===== src/rtl/ocp_arbiter2.sv =====
`timescale 1ns/1ps
// ocp_arbiter2: shares one OCP slave port between two masters (M0 = instruction
// fetch, M1 = data). Round-robin grant with one transaction in flight. The
// command is muxed to the slave, and the response goes back to the granted master only.
module ocp_arbiter2 #(
  parameter int ADDR_WIDTH = 32,
  parameter int DATA_WIDTH = 32,
  parameter int BEN_WIDTH  = 4
) (
  input  logic                  clk,
  input  logic                  nrst,
  // master 0 (instruction fetch)
  input  logic [ADDR_WIDTH-1:0] i_M0_MAddr,
  input  logic [2:0]            i_M0_MCmd,
  input  logic [DATA_WIDTH-1:0] i_M0_MData,
  input  logic [BEN_WIDTH-1:0]  i_M0_MByteEn,
  output logic                  o_M0_SCmdAccept,
  output logic [DATA_WIDTH-1:0] o_M0_SData,
  output logic [1:0]            o_M0_SResp,
  // master 1 (data access)
  input  logic [ADDR_WIDTH-1:0] i_M1_MAddr,
  input  logic [2:0]            i_M1_MCmd,
  input  logic [DATA_WIDTH-1:0] i_M1_MData,
  input  logic [BEN_WIDTH-1:0]  i_M1_MByteEn,
  output logic                  o_M1_SCmdAccept,
  output logic [DATA_WIDTH-1:0] o_M1_SData,
  output logic [1:0]            o_M1_SResp,
  // slave port
  output logic [ADDR_WIDTH-1:0] o_MAddr,
  output logic [2:0]            o_MCmd,
  output logic [DATA_WIDTH-1:0] o_MData,
  output logic [BEN_WIDTH-1:0]  o_MByteEn,
  input  logic                  i_SCmdAccept,
  input  logic [DATA_WIDTH-1:0] i_SData,
  input  logic [1:0]            i_SResp
);

  localparam logic [2:0] OCP_CMD_IDLE  = 3'b000;
  localparam logic [2:0] OCP_CMD_READ  = 3'b010;
  localparam logic [1:0] OCP_RESP_NULL = 2'b00;

  typedef enum logic [1:0] {
    ST_IDLE = 2'd0,
    ST_CMD  = 2'd1,
    ST_RESP = 2'd2
  } state_e;

  state_e state_q;
  logic   grant_q;  // 0 = M0, 1 = M1
  logic   last_q;   // master that completed the most recent transaction

  logic       m0_req;
  logic       m1_req;
  logic       arb_pick;
  logic [2:0] g_cmd;

  assign m0_req   = (i_M0_MCmd != OCP_CMD_IDLE);
  assign m1_req   = (i_M1_MCmd != OCP_CMD_IDLE);
  // On a tie the master that was not served last wins; otherwise the sole requester.
  assign arb_pick = (m0_req && m1_req) ? ~last_q : m1_req;
  assign g_cmd    = grant_q ? i_M1_MCmd : i_M0_MCmd;

  // Transaction FSM: arbitrate in IDLE, hold grant through command and response phases.
  always_ff @(posedge clk or negedge nrst) begin
    if (!nrst) begin
      state_q <= ST_IDLE;
      grant_q <= 1'b0;
      last_q  <= 1'b1;
    end else begin
      case (state_q)
        ST_IDLE: begin
          if (m0_req || m1_req) begin
            grant_q <= arb_pick;
            state_q <= ST_CMD;
          end
        end
        ST_CMD: begin
          if (g_cmd == OCP_CMD_IDLE) begin
            // master withdrew its command before accept: abandon without crediting it
            state_q <= ST_IDLE;
          end else if (i_SCmdAccept) begin
            if (g_cmd == OCP_CMD_READ) begin
              state_q <= ST_RESP;
            end else begin
              state_q <= ST_IDLE;
              last_q  <= grant_q;
            end
          end
        end
        ST_RESP: begin
          if (i_SResp != OCP_RESP_NULL) begin
            state_q <= ST_IDLE;
            last_q  <= grant_q;
          end
        end
        default: state_q <= ST_IDLE;
      endcase
    end
  end

  // Command/response routing: slave sees only the granted master, only the granted master sees the slave.
  always_comb begin
    o_MAddr         = '0;
    o_MCmd          = OCP_CMD_IDLE;
    o_MData         = '0;
    o_MByteEn       = '0;
    o_M0_SCmdAccept = 1'b0;
    o_M1_SCmdAccept = 1'b0;
    o_M0_SData      = '0;
    o_M0_SResp      = OCP_RESP_NULL;
    o_M1_SData      = '0;
    o_M1_SResp      = OCP_RESP_NULL;
    if (state_q == ST_CMD) begin
      if (grant_q) begin
        o_MAddr         = i_M1_MAddr;
        o_MCmd          = i_M1_MCmd;
        o_MData         = i_M1_MData;
        o_MByteEn       = i_M1_MByteEn;
        o_M1_SCmdAccept = i_SCmdAccept;
      end else begin
        o_MAddr         = i_M0_MAddr;
        o_MCmd          = i_M0_MCmd;
        o_MData         = i_M0_MData;
        o_MByteEn       = i_M0_MByteEn;
        o_M0_SCmdAccept = i_SCmdAccept;
      end
    end else if (state_q == ST_RESP) begin
      if (grant_q) begin
        o_M1_SData = i_SData;
        o_M1_SResp = i_SResp;
      end else begin
        o_M0_SData = i_SData;
        o_M0_SResp = i_SResp;
      end
    end
  end

endmodule


===== config.mk =====
export PLATFORM = sky130hd
export DESIGN_NAME = ocp_arbiter2
export DESIGN_NICKNAME = d
export VERILOG_FILES = /design/src/rtl/ocp_arbiter2.sv
export SDC_FILE = /design/constraint.sdc
export NUM_CORES = 1
export LEC_CHECK = 0
export CAP_MARGIN = 25
export CORE_AREA = 3 3 123 125
export CTS_BUF_LIST = sky130_fd_sc_hd__clkbuf_2 sky130_fd_sc_hd__clkbuf_4 sky130_fd_sc_hd__clkbuf_8
export DETAILED_ROUTE_END_ITERATION = 10
export DIE_AREA = 0 0 126 128
export SLEW_MARGIN = 20
export SYNTH_ARGS = -nofsm -noshare
export SYNTH_HDL_FRONTEND = slang
export SYNTH_SLANG_ARGS = --single-unit
export TNS_END_PERCENT = 5

===== constraint.sdc =====
create_clock -name clk -period 2.7 [get_ports clk]
set_input_delay 0.81 -clock clk [delete_from_list [all_inputs] [get_ports clk]]
set_output_delay 0.81 -clock clk [all_outputs]
set_load 0.05 [all_outputs]

Yosys cells after proc, flatten, opt, wreduce, memory -nomap -nowiden:

Index checks and enable logic that the tools add are counted.

* eq/ne operators: 9
* muxes and demuxes: 36
* bitwise operators: 1
* reductions and logical operators: 11

Operators with widths (number)
* 32-bit 2-to-1 mux: 10
* 2-bit 2-to-1 mux: 11
* 2-bit inequality test, second input constant: 5
* 1-bit 2-to-1 mux: 9
* 4-bit 2-to-1 mux: 2
* 3-bit 2-to-1 mux: 2
* 2-bit one-hot mux with 3 select lines: 1
* 3-bit nonzero test: 2
* 5-bit AND reduction: 1
* 2-bit nonzero test: 2
* 3-bit by 2-bit equality test with 1-bit output, second input constant: 1
* 3-bit zero test: 1
* 3-bit inequality test, second input constant: 1
* 3-bit AND reduction: 1
* 2-bit by 1-bit equality test with 1-bit output, second input constant: 1
* 2-bit equality test, second input constant: 1
* 2-bit zero test: 1
* 1-bit one-hot mux with 2 select lines: 1
* 2-bit AND reduction: 1
* 1-bit logical AND: 1
* 1-bit logical OR: 1
* 1-bit inverter: 1

* register bits: 4
* input bits: 179
* output and inout bits: 141
* logic and storage cells: 60

Depth between registers and ports, before layout:

Gate-level depths: netlist of the first run.

* word-level depth: 6
* mapped depth: 5

Worst setup path before layout of the first run:

OpenSTA, ideal clock, no wires.

* path type: input -> output
* from: input port i_SCmdAccept
* to: output port o_M0_SCmdAccept
* data arrival time: 1.588 ns
* required time: 1.890 ns
* path slack: 0.302 ns
* cell stages on the path: 2
* buffers on the path: 0
* path through: nand3b_1 -> nor2_1

* longest elaborated chain between the ends: 2

Ends and longest elaborated chain
* start, declared: RTL line 33 `input logic i_SCmdAccept,`
* 1-bit 2-to-1 mux: RTL line 114 `if (grant_q) begin`
* 1-bit 2-to-1 mux: RTL line 113 `if (state_q == ST_CMD) begin`
* end, declared: RTL line 17 `output logic o_M0_SCmdAccept,`

No other way between the ends.

Worst setup path after layout of the first run:

* from: input port i_SCmdAccept
* to: output port o_M1_SCmdAccept

* longest elaborated chain between the ends: 2

Ends and longest elaborated chain
* 1-bit 2-to-1 mux: RTL line 114
* 1-bit 2-to-1 mux: RTL line 113
* end, declared: RTL line 25 `output logic o_M1_SCmdAccept,`

No other way between the ends.

==> results.tsv, run 1 <==
stage	metric	value	unit
outcome	status	complete, no violations	
clock_tree	cts_buffer_depth	2	
clock_tree	cts_tree	built	
sta	slew_headroom	0.754	
yosys	synth_xor_area_frac	0	
yosys	syn_area_per_cell	7.07	um2
hold_path	min_path_cells	2	
place	gp_congestion	0.810	
clock_tree	cts_buffers	3	
yosys	synth_most_common_cell	nor2_1	
power_and_ir_drop	power_density	755	nW/um2
sta	setup_tns	0	ps
setup_path	critPathKind	input port to primary output	
yosys	yosysTopAreaCell	mux2i_1	
power_and_ir_drop	ir_drop	0.296	mV
floorplan	dieArea	16100	um2
yosys	synthAdderAreaFrac	0	
yosys	syn-num-nets	443	
drt	drt-pass1-iter-count	4	
clock_tree	cts-root-buf	clkbuf_8	
grt	grtUsageTotal	0.142	
yosys	synth_top_family_by_area	simple AND/OR/NAND/NOR gates	
power_and_ir_drop	power	0.00508	W
drt	drt_iter0_drc	63	
sta	fin_skew	6.06	ps
drt	post-route-drc-count	0	
sta	maxSlewViolCount	0	
yosys	ys_types	25	
yosys	syn_inst	264	
yosys	synth_compound_area_frac	0.0483	
setup_path	r2r_cells	4	
sta	finalCriticalPeriod	2650	ps
drt	viasPerCell	4.08	
finish	syn_to_final_growth	260	%
drt	detail-route-antenna-nets	0	
floorplan	core_area	14000	um2
clock_tree	htreeDepth	1	
floorplan	start_util	0.133	
drt	vias	3100	
yosys	muxShareOfSynthArea	0.381	
floorplan	die_h	128	um
finish	drive_gt1_frac	0.295	
grt	overflow	0	
yosys	synth_warnings	0	
setup_path	worstPathMaxFanout	3	
setup_path	worstPathArrival	1840	ps
setup_path	crit_required	1890	ps
yosys	ys_ff_latch	4	
power_and_ir_drop	leakagePower	2.96	nW
yosys	synth-simple-area-share	0.423	
hold_path	hold_path_class	flip-flop to flip-flop	
yosys	ys_async_sr_fraction	1.00	
sta	rsz0062_at_grt	false	
sta	finalSetupViolCount	0	
sta	hold_viol	0	
floorplan	die_w	126	um
floorplan	num_rows	43	
sta	fmax	378	MHz
floorplan	pin_count	320	
clock_tree	cts_hold_buf	0	
yosys	synth_edf_count	0	
sta	tightest_slew	367	ps
grt	grt_start_max_net_pins	71	
grt	antenna_found_initial	0	
finish	antenna_cells	0	
yosys	synthTopCellsByCount	nor2_1, mux2i_1, and2_1, buf_6, buf_2	
drt	avgRoutedWirePerCell	16.3	um
yosys	synth.top_cells.by_area	mux2i_1, and2_1, nor2_1	
yosys	synth_ff_type	dfrtp_1	
grt	first_global_vias	3321	
place	hpwl	10.9	mm
flow_run	maxCapViolations	0	
sta	period_share	0.981	
clock_tree	path_clk_slew	30	ps
grt	grt_pass1_wl	18.4	mm
yosys	synth_top_area_frac	0.381	
drt	routed_wl	12.4	mm
setup_path	end_kind	primary output	
finish	final_nets	760	
clock_tree	worstSkewPairLatency	220	ps
clock_tree	clock_sinks	4	
place	port_buffers	319	
setup_path	start_kind	input port	
yosys	seq_area_frac_synth	0.0543	
yosys	netlist_area	1870	um2
[metal layers]
metal,track usage,routed length (um),vias to the layer above
met5,0,0,-
met4,0.0259,176,0
met3,0.0546,1410,10
met2,0.269,6640,196
met1,0.150,4210,1389
li1,-,-,1505
[sequential cells by signal (all words and copies together) (netlist names)]
register / cells
grant_q: 1
last_q: 1
state_q: 2
[worst max-delay path: stages]
cell	delay (ps)
clkdlybuf4s50_1	490
nand3b_1	150
nor2_1	220
buf_12	170
[where the power goes]
part	switching (W)	leakage, nW	internal, W
Combinational	0.00255	2.89	0.00224
Clock	0.0000311	0.0262	0.000111
Sequential	0.0000528	0.0456	0.0000918
[cell type report]
type	count	area [um2]
fill	1254	7260
clock buffer	4	48.8
multi-input combinational	236	1590
inverter	1	3.75
sequential	4	105
timing repair buffer	335	4750
tap	180	225
[stage by stage]
step	utilization	cells	hold WS (ps)	cell area, um2	worst slack [ps]
finish	0.481	760	518	6730	51.5
CTS	0.478	755	516	6690	55.6
detailed placement	0.475	751	513	6640	57.3
global route	0.481	760	555	6730	4.59
global placement	0.475	751	500	6640	59.1
floorplan	-	264	481	1870	302
[layout by cell type, fill, tap and decap left out, types with 2 or more instances in the layout]
| master | count |
|---|---|
| a211oi_1 | 2 |
| a21oi_1 | 2 |
| and2_1 | 68 |
| buf_12 | 143 |
| buf_4 | 14 |
| clkbuf_8 | 3 |
| clkdlybuf4s50_1 | 178 |
| dfrtp_1 | 2 |
| mux2i_1 | 71 |
| nor2_1 | 76 |
| nor2_2 | 2 |
| nor3_1 | 2 |
[logic make-up (layout without fill, tap and decap cells)]
kind of cell    Yosys count  count (layout)
flops                     4               4
compound gates           11              11
simple gates            154             154
mux                      71              71
buf+inv                  24             340
[timing repair]
| item | CTS | global route |
|---|---|---|
| resized for setup | 0 | 0 |
| hold endpoints to repair | 0 | 0 |
| endpoints found under the setup margin | 0 | 5 |
| setup buffers | 0 | 5 |
[final timing paths]
kind,end,start,slack (ps)
max,o_M1_SCmdAccept,i_SCmdAccept,50
min,last_q$_DFFE_PN1P_,last_q$_DFFE_PN1P_,520
min reg2reg,last_q$_DFFE_PN1P_,last_q$_DFFE_PN1P_,520
max in group asynchronous,last_q$_DFFE_PN1P_,nrst,1660
min in group asynchronous,state_q[1]$_DFFE_PN0P_,nrst,800
max reg2reg,state_q[1]$_DFFE_PN0P_,grant_q$_DFFE_PN0P_,1270
(Power assumes the default switching activity.)
==> inputs of run 2 (changes only) <==
Settings changed: REMOVE_ABC_BUFFERS from default to 1.
==> results.tsv, run 2 (synthesis gave the netlist of run 1 again) <==
stage	metric	value	unit
finish	reg.largest.list	state_q (2), grant_q (1), last_q (1)	
grt	grtUsageTotal	0.144	
setup_path	crit_required	1890	ps
power_and_ir_drop	p_seq_frac	0.024	
sta	slew_headroom	0.622	
place	placed_cell_area	6660	um2
floorplan	die_h	128	um
power_and_ir_drop	leakagePower	2.97	nW
hold_path	hold_path_class	flip-flop to flip-flop	
finish	final_nets	760	
clock_tree	clock_sinks	4	
clock_tree	cts_tree	built	
sta	fin_skew	1.97	ps
finish	fillers	1312	
grt	overflow	0	
finish	final_common_cell	clkdlybuf4s50_1	
setup_path	crit_family	buffers and inverters	
setup_path	critPathKind	input port to primary output	
setup_path	worstPathArrival	1850	ps
clock_tree	cts_buffer_depth	2	
grt	grt_pass1_wl	18.4	mm
place	port_buffers	319	
finish	drive_gt1_frac	0.295	
sta	finalSetupViolCount	0	
sta	fmax	375	MHz
floorplan	num_rows	43	
finish	design_area	6740	um2
drt	detail-route-antenna-nets	0	
finish	multiInputGateArea	1590	um2
sta	rsz0062_at_grt	false	
drt	routed_wl	12.5	mm
flow_run	maxCapViolations	0	
floorplan	core_area	14000	um2
finish	largest_reg_flops	2	
sta	maxSlewViolCount	0	
grt	first_global_vias	3207	
power_and_ir_drop	swShare	0.517	
drt	avgRoutedWirePerCell	16.5	um
power_and_ir_drop	combPwrFrac	0.947	
floorplan	start_util	0.133	
finish	final_cell_mix	clkdlybuf4s50_1, buf_12, nor2_1	
setup_path	critPathSlowestCell	clkdlybuf4s50_1	
clock_tree	cts_buffers	3	
drt	drt_iter0_drc	53	
finish	antenna_cells	0	
grt	antenna_found_initial	0	
place	hpwl	11.2	mm
setup_path	end_kind	primary output	
grt	grt_start_max_net_pins	49	
setup_path	start_kind	input port	
sta	period_share	0.987	
floorplan	dieArea	16100	um2
setup_path	cpPeakStageDelay	510	ps
setup_path	path_buf_inv	2	
sta	finalCriticalPeriod	2660	ps
sta	hold_viol	0	
power_and_ir_drop	p_switching	0.00263	W
floorplan	die_w	126	um
sta	whs	527	ps
power_and_ir_drop	p_clk_frac	0.029	
finish	largest-register	state_q	
power_and_ir_drop	intPower	0.00245	W
drt	post-route-drc-count	0	
drt	drt-pass1-iter-count	4	
outcome	status	complete, no violations	
clock_tree	worstSkewPairLatency	220	ps
drt	vias	3083	
clock_tree	htreeDepth	1	
sta	tightest_slew	563	ps
place	gp_congestion	0.872	
clock_tree	path_clk_slew	30	ps
setup_path	worstPathMaxFanout	3	
power_and_ir_drop	ir_drop	0.521	mV
setup_path	crit_path_cell_trace	clkdlybuf4s50_1 -> nand3b_1 -> nor2_1 -> buf_12	
finish	syn_to_final_growth	261	%
clock_tree	cts-root-buf	clkbuf_8	
floorplan	pin_count	320	
finish	final-seq-area	105	um2
clock_tree	cts_hold_buf	0	
power_and_ir_drop	power_density	754	nW/um2
drt	viasPerCell	4.06	
## run 2: cell counts in the layout (fill, tap and decap cells not counted)
Identical to the previous run, type by type.
## run 2: power groups by stage
stage | Sequential [W] | Combinational (W) | Clock, W
2_1_floorplan | 0.000298 | 0.00228 | 0
3_3_place_gp | 0.000165 | 0.00473 | 0
3_5_place_dp | 0.000169 | 0.00477 | 0
4_1_cts | 0.000168 | 0.00478 | 0.000152
5_1_grt | 0.000125 | 0.00500 | 0.000155
6_report | 0.000122 | 0.00481 | 0.000146
## run 2: final timing paths
check                                     from                endpoint  slack [ps]  cells past startpoint
max in group asynchronous                 nrst      last_q$_DFFE_PN1P_        1670                      1
hold reg to reg             last_q$_DFFE_PN1P_      last_q$_DFFE_PN1P_         530                      2
setup / recovery                  i_SCmdAccept         o_M1_SCmdAccept          40                      4
setup reg to reg           grant_q$_DFFE_PN0P_  state_q[1]$_DFFE_PN0P_         820                      5
min in group asynchronous                 nrst  state_q[0]$_DFFE_PN0P_         790                      1
hold / removal              last_q$_DFFE_PN1P_      last_q$_DFFE_PN1P_         530                      2
## run 2: cell type report
| type | instances | area share |
|---|---|---|
| Clock buffer | 4 | 0.00724 |
| Inverter | 1 | 0.000557 |
| Multi-Input combinational cell | 236 | 0.236 |
| Sequential cell | 4 | 0.0156 |
| Timing Repair Buffer | 335 | 0.707 |
| Tap cell | 180 | 0.0334 |
## run 2: metrics by stage
step / setup slack, ps / utilization / cells / power [W] / setup TNS, ps
2_1_floorplan: -2090 / - / 241 / 0.00257 / -245420
5_1_grt: 15.8 / 0.482 / 760 / 0.00528 / 0
3_5_place_dp: 46.1 / 0.476 / 752 / 0.00494 / 0
3_3_place_gp: 105 / 0.476 / 752 / 0.00490 / 0
6_report: 35.6 / 0.482 / 760 / 0.00508 / 0
4_1_cts: 42.2 / 0.480 / 756 / 0.00510 / 0
## run 2: routing by layer
layer,part of all wire,global-route usage,routed length (um),up-vias
met5,0,0,0,-
met4,0.016,0.0309,197,0
met3,0.079,0.0346,984,12
met2,0.56,0.281,7050,156
met1,0.34,0.157,4300,1408
li1,-,-,-,1507
## run 2: tightest hold or removal path: stages (launching register included)
cell     delay (ps)
dfstp_2         360
o21ai_0          70
o22ai_1          90
## run 2: what timing repair did
action,4_1_cts,5_1_grt
setup endpoints to repair,0,3
buffers inserted,0,4
gates resized for setup,0,0
